`src/rtl/div_issue_ctrl.sv`:
```
// Execute-stage front end for the shared iterative divider: issues, holds, times out and returns.
// Optional macro DIV_RESULT_CACHE_EN adds a one-entry result cache for DIV/MOD pairs.
module div_issue_ctrl #(
  parameter int unsigned DATA_W   = 32,
  parameter int unsigned MAX_WAIT = 40
) (
  input  logic                clk,
  input  logic                rst,
  input  logic                req_i,
  input  logic [1:0]          op_i,
  input  logic [DATA_W-1:0]   src1_i,
  input  logic [DATA_W-1:0]   src2_i,
  input  logic                flush_i,
  output logic                stall_o,
  output logic [DATA_W-1:0]   result_o,
  output logic                valid_o,
  output logic                timeout_o,
  output logic                div_start_o,
  output logic                div_cancel_o,
  output logic                div_signed_o,
  output logic [DATA_W-1:0]   div_op1_o,
  output logic [DATA_W-1:0]   div_op2_o,
  input  logic [2*DATA_W-1:0] div_result_i,
  input  logic                div_done_i
);

  localparam int unsigned CntW = $clog2(MAX_WAIT + 1);

  typedef enum logic [2:0] {StIdle, StBusy, StZero, StDone, StCancel} state_e;

  state_e              state_q, state_d;
  logic [CntW-1:0]     cnt_q, cnt_d;
  logic                rem_sel_q, rem_sel_d;
  logic                start_q, start_d;
  logic                cancel_q, cancel_d;
  logic                signed_q, signed_d;
  logic [DATA_W-1:0]   op1_q, op1_d;
  logic [DATA_W-1:0]   op2_q, op2_d;
  logic [DATA_W-1:0]   result_q, result_d;
  logic                valid_q, valid_d;
  logic                timeout_q, timeout_d;
  logic [DATA_W-1:0]   div_sel;

  assign div_sel = rem_sel_q ? div_result_i[2*DATA_W-1:DATA_W] : div_result_i[DATA_W-1:0];

`ifdef DIV_RESULT_CACHE_EN
  logic                c_valid_q, c_valid_d;
  logic [DATA_W-1:0]   c_src1_q, c_src1_d;
  logic [DATA_W-1:0]   c_src2_q, c_src2_d;
  logic                c_signed_q, c_signed_d;
  logic [2*DATA_W-1:0] c_res_q, c_res_d;
  logic                cache_hit;

  assign cache_hit = c_valid_q && (src1_i == c_src1_q) && (src2_i == c_src2_q) &&
                     (~op_i[0] == c_signed_q);

  always_ff @(posedge clk or negedge rst) begin
    if (!rst) begin
      c_valid_q  <= 1'b0;
      c_src1_q   <= '0;
      c_src2_q   <= '0;
      c_signed_q <= 1'b0;
      c_res_q    <= '0;
    end else begin
      c_valid_q  <= c_valid_d;
      c_src1_q   <= c_src1_d;
      c_src2_q   <= c_src2_d;
      c_signed_q <= c_signed_d;
      c_res_q    <= c_res_d;
    end
  end
`endif

  always_comb begin
    state_d   = state_q;
    cnt_d     = cnt_q;
    rem_sel_d = rem_sel_q;
    start_d   = start_q;
    cancel_d  = 1'b0;
    signed_d  = signed_q;
    op1_d     = op1_q;
    op2_d     = op2_q;
    result_d  = result_q;
    valid_d   = 1'b0;
    timeout_d = timeout_q;
`ifdef DIV_RESULT_CACHE_EN
    c_valid_d  = c_valid_q;
    c_src1_d   = c_src1_q;
    c_src2_d   = c_src2_q;
    c_signed_d = c_signed_q;
    c_res_d    = c_res_q;
`endif
    unique case (state_q)
      StIdle: begin
        if (req_i && !flush_i) begin
          if (src2_i == '0) begin
            state_d = StZero;
`ifdef DIV_RESULT_CACHE_EN
          end else if (cache_hit) begin
            state_d  = StDone;
            valid_d  = 1'b1;
            result_d = op_i[1] ? c_res_q[2*DATA_W-1:DATA_W] : c_res_q[DATA_W-1:0];
`endif
          end else begin
            state_d   = StBusy;
            cnt_d     = '0;
            rem_sel_d = op_i[1];
            start_d   = 1'b1;
            signed_d  = ~op_i[0];
            op1_d     = src1_i;
            op2_d     = src2_i;
          end
        end
      end
      StBusy: begin
        cnt_d = cnt_q + CntW'(1);
        // Flush beats a same-cycle done; done beats a same-cycle timeout.
        if (flush_i) begin
          state_d  = StCancel;
          cancel_d = 1'b1;
          start_d  = 1'b0;
`ifdef DIV_RESULT_CACHE_EN
          c_valid_d = 1'b0;
`endif
        end else if (div_done_i) begin
          state_d  = StDone;
          result_d = div_sel;
          valid_d  = 1'b1;
          start_d  = 1'b0;
`ifdef DIV_RESULT_CACHE_EN
          c_valid_d  = 1'b1;
          c_src1_d   = op1_q;
          c_src2_d   = op2_q;
          c_signed_d = signed_q;
          c_res_d    = div_result_i;
`endif
        end else if (cnt_q == CntW'(MAX_WAIT - 1)) begin
          state_d   = StDone;
          timeout_d = 1'b1;
          result_d  = '0;
          valid_d   = 1'b1;
          start_d   = 1'b0;
          cancel_d  = 1'b1;
`ifdef DIV_RESULT_CACHE_EN
          c_valid_d = 1'b0;
`endif
        end
      end
      StZero: begin
        if (flush_i) begin
          state_d = StIdle;
        end else begin
          state_d  = StDone;
          result_d = '0;
          valid_d  = 1'b1;
        end
      end
      StDone:   state_d = StIdle;
      StCancel: state_d = StIdle;
      default:  state_d = StIdle;
    endcase
  end

  always_ff @(posedge clk or negedge rst) begin
    if (!rst) begin
      state_q   <= StIdle;
      cnt_q     <= '0;
      rem_sel_q <= 1'b0;
      start_q   <= 1'b0;
      cancel_q  <= 1'b0;
      signed_q  <= 1'b0;
      op1_q     <= '0;
      op2_q     <= '0;
      result_q  <= '0;
      valid_q   <= 1'b0;
      timeout_q <= 1'b0;
    end else begin
      state_q   <= state_d;
      cnt_q     <= cnt_d;
      rem_sel_q <= rem_sel_d;
      start_q   <= start_d;
      cancel_q  <= cancel_d;
      signed_q  <= signed_d;
      op1_q     <= op1_d;
      op2_q     <= op2_d;
      result_q  <= result_d;
      valid_q   <= valid_d;
      timeout_q <= timeout_d;
    end
  end

  assign stall_o      = req_i && !flush_i &&
                        (state_q == StIdle || state_q == StBusy || state_q == StZero);
  assign result_o     = result_q;
  assign valid_o      = valid_q;
  assign timeout_o    = timeout_q;
  assign div_start_o  = start_q;
  assign div_cancel_o = cancel_q;
  assign div_signed_o = signed_q;
  assign div_op1_o    = op1_q;
  assign div_op2_o    = op2_q;

endmodule
```
`config.mk`:
```
export PLATFORM = sky130hd
export DESIGN_NAME = div_issue_ctrl
export DESIGN_NICKNAME = d
export VERILOG_FILES = /design/src/rtl/div_issue_ctrl.sv
export SDC_FILE = /design/constraint.sdc
export NUM_CORES = 1
export LEC_CHECK = 0
export CORE_MARGIN = 5
export CORE_UTILIZATION = 45
export CTS_BUF_LIST = sky130_fd_sc_hd__clkbuf_4
export CTS_CLUSTER_SIZE = 20
export DETAILED_ROUTE_END_ITERATION = 8
export GPL_ROUTABILITY_DRIVEN = 1
export GPL_TIMING_DRIVEN = 1
export PLACE_DENSITY = 0.87
export SLEW_MARGIN = 20
export SYNTH_ARGS = -nofsm -noshare
export SYNTH_HDL_FRONTEND = slang
export SYNTH_SLANG_ARGS = --single-unit
```
`constraint.sdc`:
```
create_clock -name clk -period 4.6 [get_ports clk]
set_input_delay 0.92 -clock clk [delete_from_list [all_inputs] [get_ports clk]]
set_output_delay 0.92 -clock clk [all_outputs]
set_load 0.005 [all_outputs]
```
* Word-level counts from Yosys, hierarchy flattened
Index checks and enable logic that the tools add are counted.
Storage, ports and cells: register bits 111, latch bits 0, bits in writable memories 0, bits in read-only memories 0, bits of input ports 135, memories 0
Cells by class: add/sub/neg operators 1, $mul 0, divide/modulo/power cells 0, order comparisons 0, equality and inequality tests 9, shifts and indexed selects 0, mux-type cells 30, bitwise operators 4, reduce and logical (&&, ||, !) cells 15
Operators with widths (count):
- $mux 32 | 5
- $pmux 32 s2 | 1
- $logic_not 32->1 | 1
- $mux 1 | 12
- $mux 3 | 4
- $mux 6 | 2
- $pmux 6 s2 | 1
- $reduce_and 4->1 | 3
- $pmux 3 s3 | 1
- $ne 2x2->1 const B | 4
- $add 6x1->6 const B | 1
- $eq 6x6->1 const B | 1
- $reduce_and 3->1 | 2
- $mux 2 | 2
- $ne 4x4->1 const B | 1
- $not 1->1 | 4
- $pmux 1 s2 | 2
- $reduce_bool 2->1 | 2
- $eq 3x1->1 const B | 1
- $eq 3x2->1 const B | 1
- $logic_not 3->1 | 1
- $ne 3x3->1 const B | 1
- $logic_and 1x1->1 | 2
- $logic_or 1x1->1 | 2
- other kinds (2) | 2

* Depth between registers and ports, before layout
Gate-level depths: netlist of run 1.
depth after elaboration 5, depth in mapped cells 6

* Least setup slack after synthesis of run 1
No wires, ideal clock.
path kind input to register, from in src2_i[17], to reg op2_q[0], in the netlist div_op2_o[0], data arrival time 2206 ps, data required time 4475 ps, slack 2270 ps, stages 5, path through nor4_1 -> nand4_1 -> o21ai_2 -> buf_4 -> mux2_2
On the way: word-level cells in the longest chain between the ends 3
Ends and longest elaborated chain:
- from (decl) | RTL line 12 | input logic [DATA_W-1:0] src2_i,
- $logic_not 32->1 | RTL line 96 | if (src2_i == '0) begin
- $not 1->1 (no source line)
- $reduce_and 3->1 (no source line)
- to (signal assigned) | RTL line 185 | op2_q <= op2_d;
- to (decl) | RTL line 38 | logic [DATA_W-1:0] op2_q, op2_d;
Every way passes these cells. A chain may end at the register's enable or synchronous reset.

* Final worst setup path of run 1
from in flush_i, to out stall_o
On the way: word-level cells in the longest chain between the ends 3
Ends and longest elaborated chain:
- from (decl) | RTL line 13 | input logic flush_i,
- $logic_not 1->1 | RTL line 192 | assign stall_o = req_i && !flush_i &&
- $logic_and 1x1->1 (2 in a row) | RTL line 192
- to (decl) | RTL line 14 | output logic stall_o,
Every way passes these cells.

==> results of run 1 <==
==> critical path, stage by stage <==
cell             delay (ns)
clkdlybuf4s50_1        0.49
nor2_1                 0.35
and3_1                 0.22
clkdlybuf4s50_1        0.52
==> cells in the final DEF (no fill, tap or decap), drive strengths merged, types with 2 or more instances in the layout <==
cell / count
a21oi: 2
o21a: 2
dfrtp: 111
nand3: 3
buf: 5
o21ai: 11
mux2: 65
bufinv: 3
clkinv: 3
a31o: 34
mux2i: 34
or2: 3
inv: 2
nand4: 4
nor4: 9
nand2b: 4
nor2: 38
clkbuf: 9
nand2: 8
clkdlybuf4s50: 235
nor2b: 2
==> where the power goes <==
part | internal, uW | total (uW) | switching, uW
clock network | 272 | 576 | 304
logic | 833 | 1210 | 378
registers | 1260 | 1430 | 177
==> through the flow <==
| stage | total power, uW | instances | setup WS [ns] | hold WS [ns] | util, % |
|---|---|---|---|---|---|
| 6_report | 3220 | 734 | 1.185 | 0.5024 | 71.59 |
| 5_1_grt | 3402 | 734 | 1.070 | 0.5322 | 71.59 |
| 4_1_cts | 3258 | 734 | 1.208 | 0.5010 | 71.50 |
| 3_5_place_dp | 2680 | 718 | 1.224 | 0.4681 | 69.78 |
| 3_3_place_gp | 2625 | 718 | 1.292 | 0.4660 | 69.78 |
| 2_1_floorplan | 1875 | 363 | 2.270 | 0.4663 | - |
==> final timing paths <==
kind	cells past startpoint	end	start
setup / recovery	4	stall_o	flush_i
hold / removal	1	result_o[1]	rst
setup reg to reg	3	div_op1_o[21]	state_q[2]
hold reg to reg	1	div_start_o	div_start_o
max in group asynchronous	2	div_op1_o[25]	rst
min in group clk	1	div_start_o	div_start_o
==> state kept, by name (all words and copies together) (netlist names), 3 cells and up <==
name       count
div_op2_o     32
div_op1_o     32
state_q        3
result_o      32
cnt_q          6
==> cell type report <==
cell class / instances / area [sq um]
Multi-Input combinational cell: 229 / 1896
Timing Repair Buffer: 240 / 2394
Clock buffer: 9 / 67.56
Clock inverter: 7 / 111.4
Inverter: 2 / 7.507
Sequential cell: 111 / 2778
Fill cell: 760 / 2947
Tap cell: 136 / 170.2
==> cell families after synthesis <==
kind of cell	after synthesis
mux	99
compound gates	53
buf+inv	23
simple gates	76
fa+ha+maj	1
flops	111
==> per-layer routing <==
metal	track usage [%]	up-vias
met5	0	-
met4	6.490	0
met3	7.647	18
met2	38.94	153
met1	22.07	1891
li1	-	1772
==> metrics.csv, run 1 <==
stage,metric,value,unit
floorplan,Ports,237,
worst_setup_path,FF-to-FF setup slack,2.29,ns
placement,placer congestion estimate,0.8510,
floorplan,Site Rows,37,
grt,largest net degree at the start of global routing,86,
job,Max Cap Viol,0,
placement,dpl cell area,7236,sq um
logic_synthesis,Synth Net Count,499,
logic_synthesis,XOR/XNOR Fraction of Synth Area,0,%
placement,# port buffers,236,
routing,routed wire length on met2,7259,um
logic_synthesis,yosys warns,0,
logic_synthesis,synthesized flop and latch total,111,
clocking,post_cts resized,0,
grt,antenna violations before repair,0,
logic_synthesis,Gate Count Post-Synth,363,
routing,highest metal used,met4,
logic_synthesis,adder-cell share of the synthesized area,0.2616,%
logic_synthesis,cell area after synthesis,4783,sq um
sta,Peak Freq,0.2928,GHz
routing,1st-iter DRT viols,121,
routing,Vias/cell,5.223,
clocking,clock sinks,111,
routing,total wire length,13560,um
sta,final critical-path share of the clock period,74.25,%
finish,# nets final,729,
grt,GRT Overall Usage,21.01,%
logic_synthesis,most common cell in the netlist,dfrtp_1,
power_and_ir_drop,Peak supply drop,248.4,uV
routing,DR vias,3834,
power_and_ir_drop,pwr/cell area,433.7,nW/um^2
clocking,Worst-path clk slew,0.16,ns
finish,Layout area overhead,55.19,%
routing,met1 WL,4736,um
clocking,Clock Tree Root,clkbuf_4,
run_status,status,"complete, no violations",
worst_hold_path,Tightest Hold Check Type,input pin to asynchronous set/reset pin,
worst_setup_path,crit path kind,input pin to primary output,
sta,final setup TNS,0,ns
logic_synthesis,post-synthesis cell type count,34,
clocking,H-tree depth,3,
logic_synthesis,synth cell count leaders,"111 x dfrtp_1, 61 x mux2_2, 38 x nor2_1, 34 x a31o_2, 34 x mux2i_1",
finish,share of cells above drive strength 1,21.40,%
grt,vias in the first global route,4254,
routing,wire per inst,18.47,um
logic_synthesis,ys async rst share,100.0,%
floorplan,starting density of the core,46.13,%
logic_synthesis,top-area cell type share of the netlist area,58.07,%
logic_synthesis,Synth Flop Type,dfrtp_1,
grt,grt total ovfl,0,
logic_synthesis,Post-synth EDFFs,0,
logic_synthesis,main combinational cell family by area after synthesis,multiplexers,
routing,met3 WL,1324,um
logic_synthesis,"Seq/Total Area, Yosys",58.07,%
worst_setup_path,CP max FO,6,
sta,slew at the pin with the worst max-slew slack,1.077,ns
floorplan,Core ar.,10370,sq um
grt,global-route wire length before repair,21600,um
logic_synthesis,Synth Area in Compound Gates,8.684,%
clocking,hold_buf cts,0,
worst_setup_path,Setup crit start kind,input pin,
clocking,"Clk Latency, worst-skew pair",0.44,ns
placement,DP HPWL,10610,um
sta,Final Hold Vio Count,0,
floorplan,area of the die,12790,sq um
clocking,CTS tree,done,
floorplan,Die H,113.1,um
sta,Final Setup Violations,0,
finish,"Design Area, Final",7423,sq um
clocking,setup bufs post-CTS,0,
logic_synthesis,simple logic cell fraction of the synthesized area,7.821,%
sta,Max-slew headroom,28.05,%
logic_synthesis,Synth area leaders,"dfrtp_1 58%, mux2_2 14%, mux2i_1 7.1%",
sta,RSZ-0062 raised after global routing,false,
routing,Routed Antenna Nets,0,
sta,min Tclk post-route,3.415,ns
clocking,cts bufs inserted,9,
routing,Residual DRC,0,
sta,Max Slew Vio Count,0,
routing,1st-pass router iterations,4,
power_and_ir_drop,Leakage,0.003146,uW
floorplan,Die X,113.1,um
logic_synthesis,syn_area_per_cell,13.18,sq um
logic_synthesis,post-synthesis mux area share,22.73,%
finish,Diodes inserted,0,
worst_setup_path,Worst EP required,3.68,ns
worst_setup_path,Worst EP arrival,2.50,ns
worst_setup_path,Crit. End Element,primary output,
clocking,Clock Path Buffers,2,
sta,Worst Skew,0.01758,ns
logic_synthesis,Synth area leader,dfrtp_1,
Power figures use the tool's default switching activity.
==> run 2: changes to the inputs <==
--- a/config.mk
+++ b/config.mk
@@ -6,13 +6,13 @@
 export NUM_CORES = 1
 export LEC_CHECK = 0
 export CORE_MARGIN = 5
-export CORE_UTILIZATION = 45
+export CORE_UTILIZATION = 38
 export CTS_BUF_LIST = sky130_fd_sc_hd__clkbuf_4
 export CTS_CLUSTER_SIZE = 20
 export DETAILED_ROUTE_END_ITERATION = 8
 export GPL_ROUTABILITY_DRIVEN = 1
 export GPL_TIMING_DRIVEN = 1
-export PLACE_DENSITY = 0.87
+export PLACE_DENSITY = 0.78
 export SLEW_MARGIN = 20
 export SYNTH_ARGS = -nofsm -noshare
 export SYNTH_HDL_FRONTEND = slang
==> constraint.sdc (replaced) <==
create_clock -name clk -period 2.8 [get_ports clk]
set_input_delay 0.56 -clock clk [delete_from_list [all_inputs] [get_ports clk]]
set_output_delay 0.56 -clock clk [all_outputs]
set_load 0.005 [all_outputs]
==> run 2 against run 1 <==
Compared with the run above:
- via count is 0.89% higher
- cell area up 0.76%
- core utilization down 12 points
- combinational power up 61%
- clock skew decreased by 0.0041 ns
- critical path type unchanged
==> metrics.csv, run 2 (same netlist as run 1, synthesis figures left out) <==
stage,metric,value,unit,change
run_status,status,"complete, no violations",,
clocking,hold_buf cts,0,,unchanged
routing,Routed Antenna Nets,0,,unchanged
finish,Layout area overhead,56.37,%,
sta,final setup TNS,0,ns,unchanged
sta,Final Setup Violations,0,,unchanged
sta,Peak Freq,0.4203,GHz,
clocking,setup bufs post-CTS,0,,unchanged
sta,Worst Skew,0.01347,ns,-0.004113 ns
grt,antenna violations before repair,0,,unchanged
grt,vias in the first global route,4178,,-1.8%
clocking,Clock Tree Root,clkbuf_4,,
routing,1st-iter DRT viols,102,,-16%
worst_setup_path,CP max FO,3,,-3
routing,DR vias,3868,,+0.89%
clocking,H-tree depth,3,,unchanged
routing,wire per inst,17.21,um,-6.8%
power_and_ir_drop,Leakage,0.003167,uW,+0.67%
worst_hold_path,Tightest Hold Check Type,input pin to asynchronous set/reset pin,,
finish,FILL cells,1021,,+34%
sta,slew at the pin with the worst max-slew slack,0.9137,ns,-0.1630 ns
clocking,post_cts resized,0,,unchanged
clocking,"Clk Latency, worst-skew pair",0.45,ns,about the same
floorplan,Die H,122.2,um,+8.0%
routing,total wire length,13420,um,-1.0%
floorplan,area of the die,14930,sq um,+17%
sta,Max-slew headroom,39.09,%,+11 points
clocking,cts bufs inserted,9,,unchanged
worst_setup_path,Reg-to-Reg End,div_op1_o[10],,
routing,Residual DRC,0,,unchanged
finish,area of the multi-input gates,1891,sq um,-0.26%
grt,grt total ovfl,0,,unchanged
sta,Worst Slack Setup Final,0.4210,ns,-0.7637 ns
sta,RSZ-0062 raised after global routing,false,,
worst_setup_path,crit path kind,input pin to primary output,,
finish,# nets final,739,,+1.4%
sta,Max Slew Vio Count,0,,unchanged
clocking,Worst-path clk slew,0.16,ns,about the same
placement,cell total after placement,764,,+6.4%
finish,"commonest non-fill, non-tap cell in the layout",clkdlybuf4s50_1,,
routing,1st-pass router iterations,5,,+1
job,Max Cap Viol,0,,unchanged
grt,GRT Overall Usage,17.73,%,-3.3 points
worst_setup_path,Worst EP required,2.24,ns,-1.44 ns
floorplan,Ports,237,,unchanged
worst_setup_path,Worst EP arrival,1.82,ns,-0.68 ns
sta,min Tclk post-route,2.379,ns,
clocking,CTS tree,done,,
finish,"commonest cells after routing, fill and taps aside","235 x clkdlybuf4s50_1, 110 x dfrtp_1, 61 x mux2_2, 38 x nor2_1",,
finish,"non-filler cells, final",780,,+6.3%
placement,# port buffers,236,,unchanged
worst_setup_path,FF-to-FF setup slack,0.96,ns,-1.33 ns
grt,global-route wire length before repair,21110,um,-2.3%
power_and_ir_drop,Peak supply drop,328.3,uV,+32%
floorplan,Site Rows,41,,+11%
worst_setup_path,Crit. End Element,primary output,,
placement,placer congestion estimate,0.8137,,-4.4%
power_and_ir_drop,Final Power,5047,uW,+57%
finish,share of cells above drive strength 1,22.53,%,+1.1 points
floorplan,starting density of the core,38.37,%,-7.8 points
clocking,clock sinks,111,,unchanged
finish,Diodes inserted,0,,unchanged
grt,largest net degree at the start of global routing,58,,-33%
routing,Vias/cell,4.959,,-5.1%
sta,final critical-path share of the clock period,84.96,%,
finish,storage element area,2779,sq um,about the same
power_and_ir_drop,pwr/cell area,674.7,nW/um^2,+56%
clocking,Clock Path Buffers,2,,unchanged
floorplan,Die X,122.2,um,+8.0%
floorplan,Core ar.,12470,sq um,+20%
placement,pre-CTS WS,0.1168,ns,-1.107 ns
sta,Final Hold Vio Count,0,,unchanged
worst_setup_path,reg2reg path depth,4,,+1
placement,DP HPWL,10570,um,-0.43%
worst_setup_path,worst r2r src,state_q[2],,
worst_setup_path,Setup crit start kind,input pin,,
## run 2: how the worst max path moves through the flow
stage | start | to | slack (ns) | depth (start not counted)
6_report | flush_i | stall_o | 0.42 | 4
5_1_grt | state_q[2] | stall_o | 0.36 | 3
2_1_floorplan | src2_i[17] | div_op2_o[0] | 0.83 | 5
3_5_place_dp | src2_i[10] | div_op2_o[16] | 0.12 | 6
3_3_place_gp | src2_i[10] | div_op2_o[13] | 0.12 | 6
4_1_cts | state_q[2] | stall_o | 0.41 | 3
## run 2: routing by layer
layer,vias up,global-route usage [%],part of all wire (%)
met5,-,0,0
li1,1791,-,-
met2,173,30.08,49
met1,1883,20.32,38
met4,0,7.348,2.4
met3,21,6.360,11
## run 2: final cells by class
class / count / share of cell area, %
clock buffer: 10 / 1.004
timing repair buffer: 250 / 33.12
tap: 172 / 2.877
multi-input combinational: 229 / 25.28
sequential: 111 / 37.15
inverter: 2 / 0.1004
clock inverter: 6 / 0.4684
## run 2: report_power, final
group	total [uW]	switching [uW]	leakage, uW	internal, uW
Combinational	1950	571	0.00174	1380
Sequential	2400	335	0.00136	2060
Clock	699	507	0.0000660	192
## run 2: worst max-delay path: stages
cell and delay (ns):
clkdlybuf4s50_1 0.44, nor2_1 0.13, and3_1 0.17, clkdlybuf4s50_1 0.53
## run 2: stage by stage
step / cell area (sq um) / hold slack, ns / util [%]
after floorplan: 4783 / 0.2644 / -
after global placement: 7370 / 0.4644 / 59.12
after detailed placement: 7370 / 0.4607 / 59.12
after CTS: 7480 / 0.1343 / 60.00
after global routing: 7480 / 0.1670 / 60.00
final: 7480 / 0.1423 / 60.00
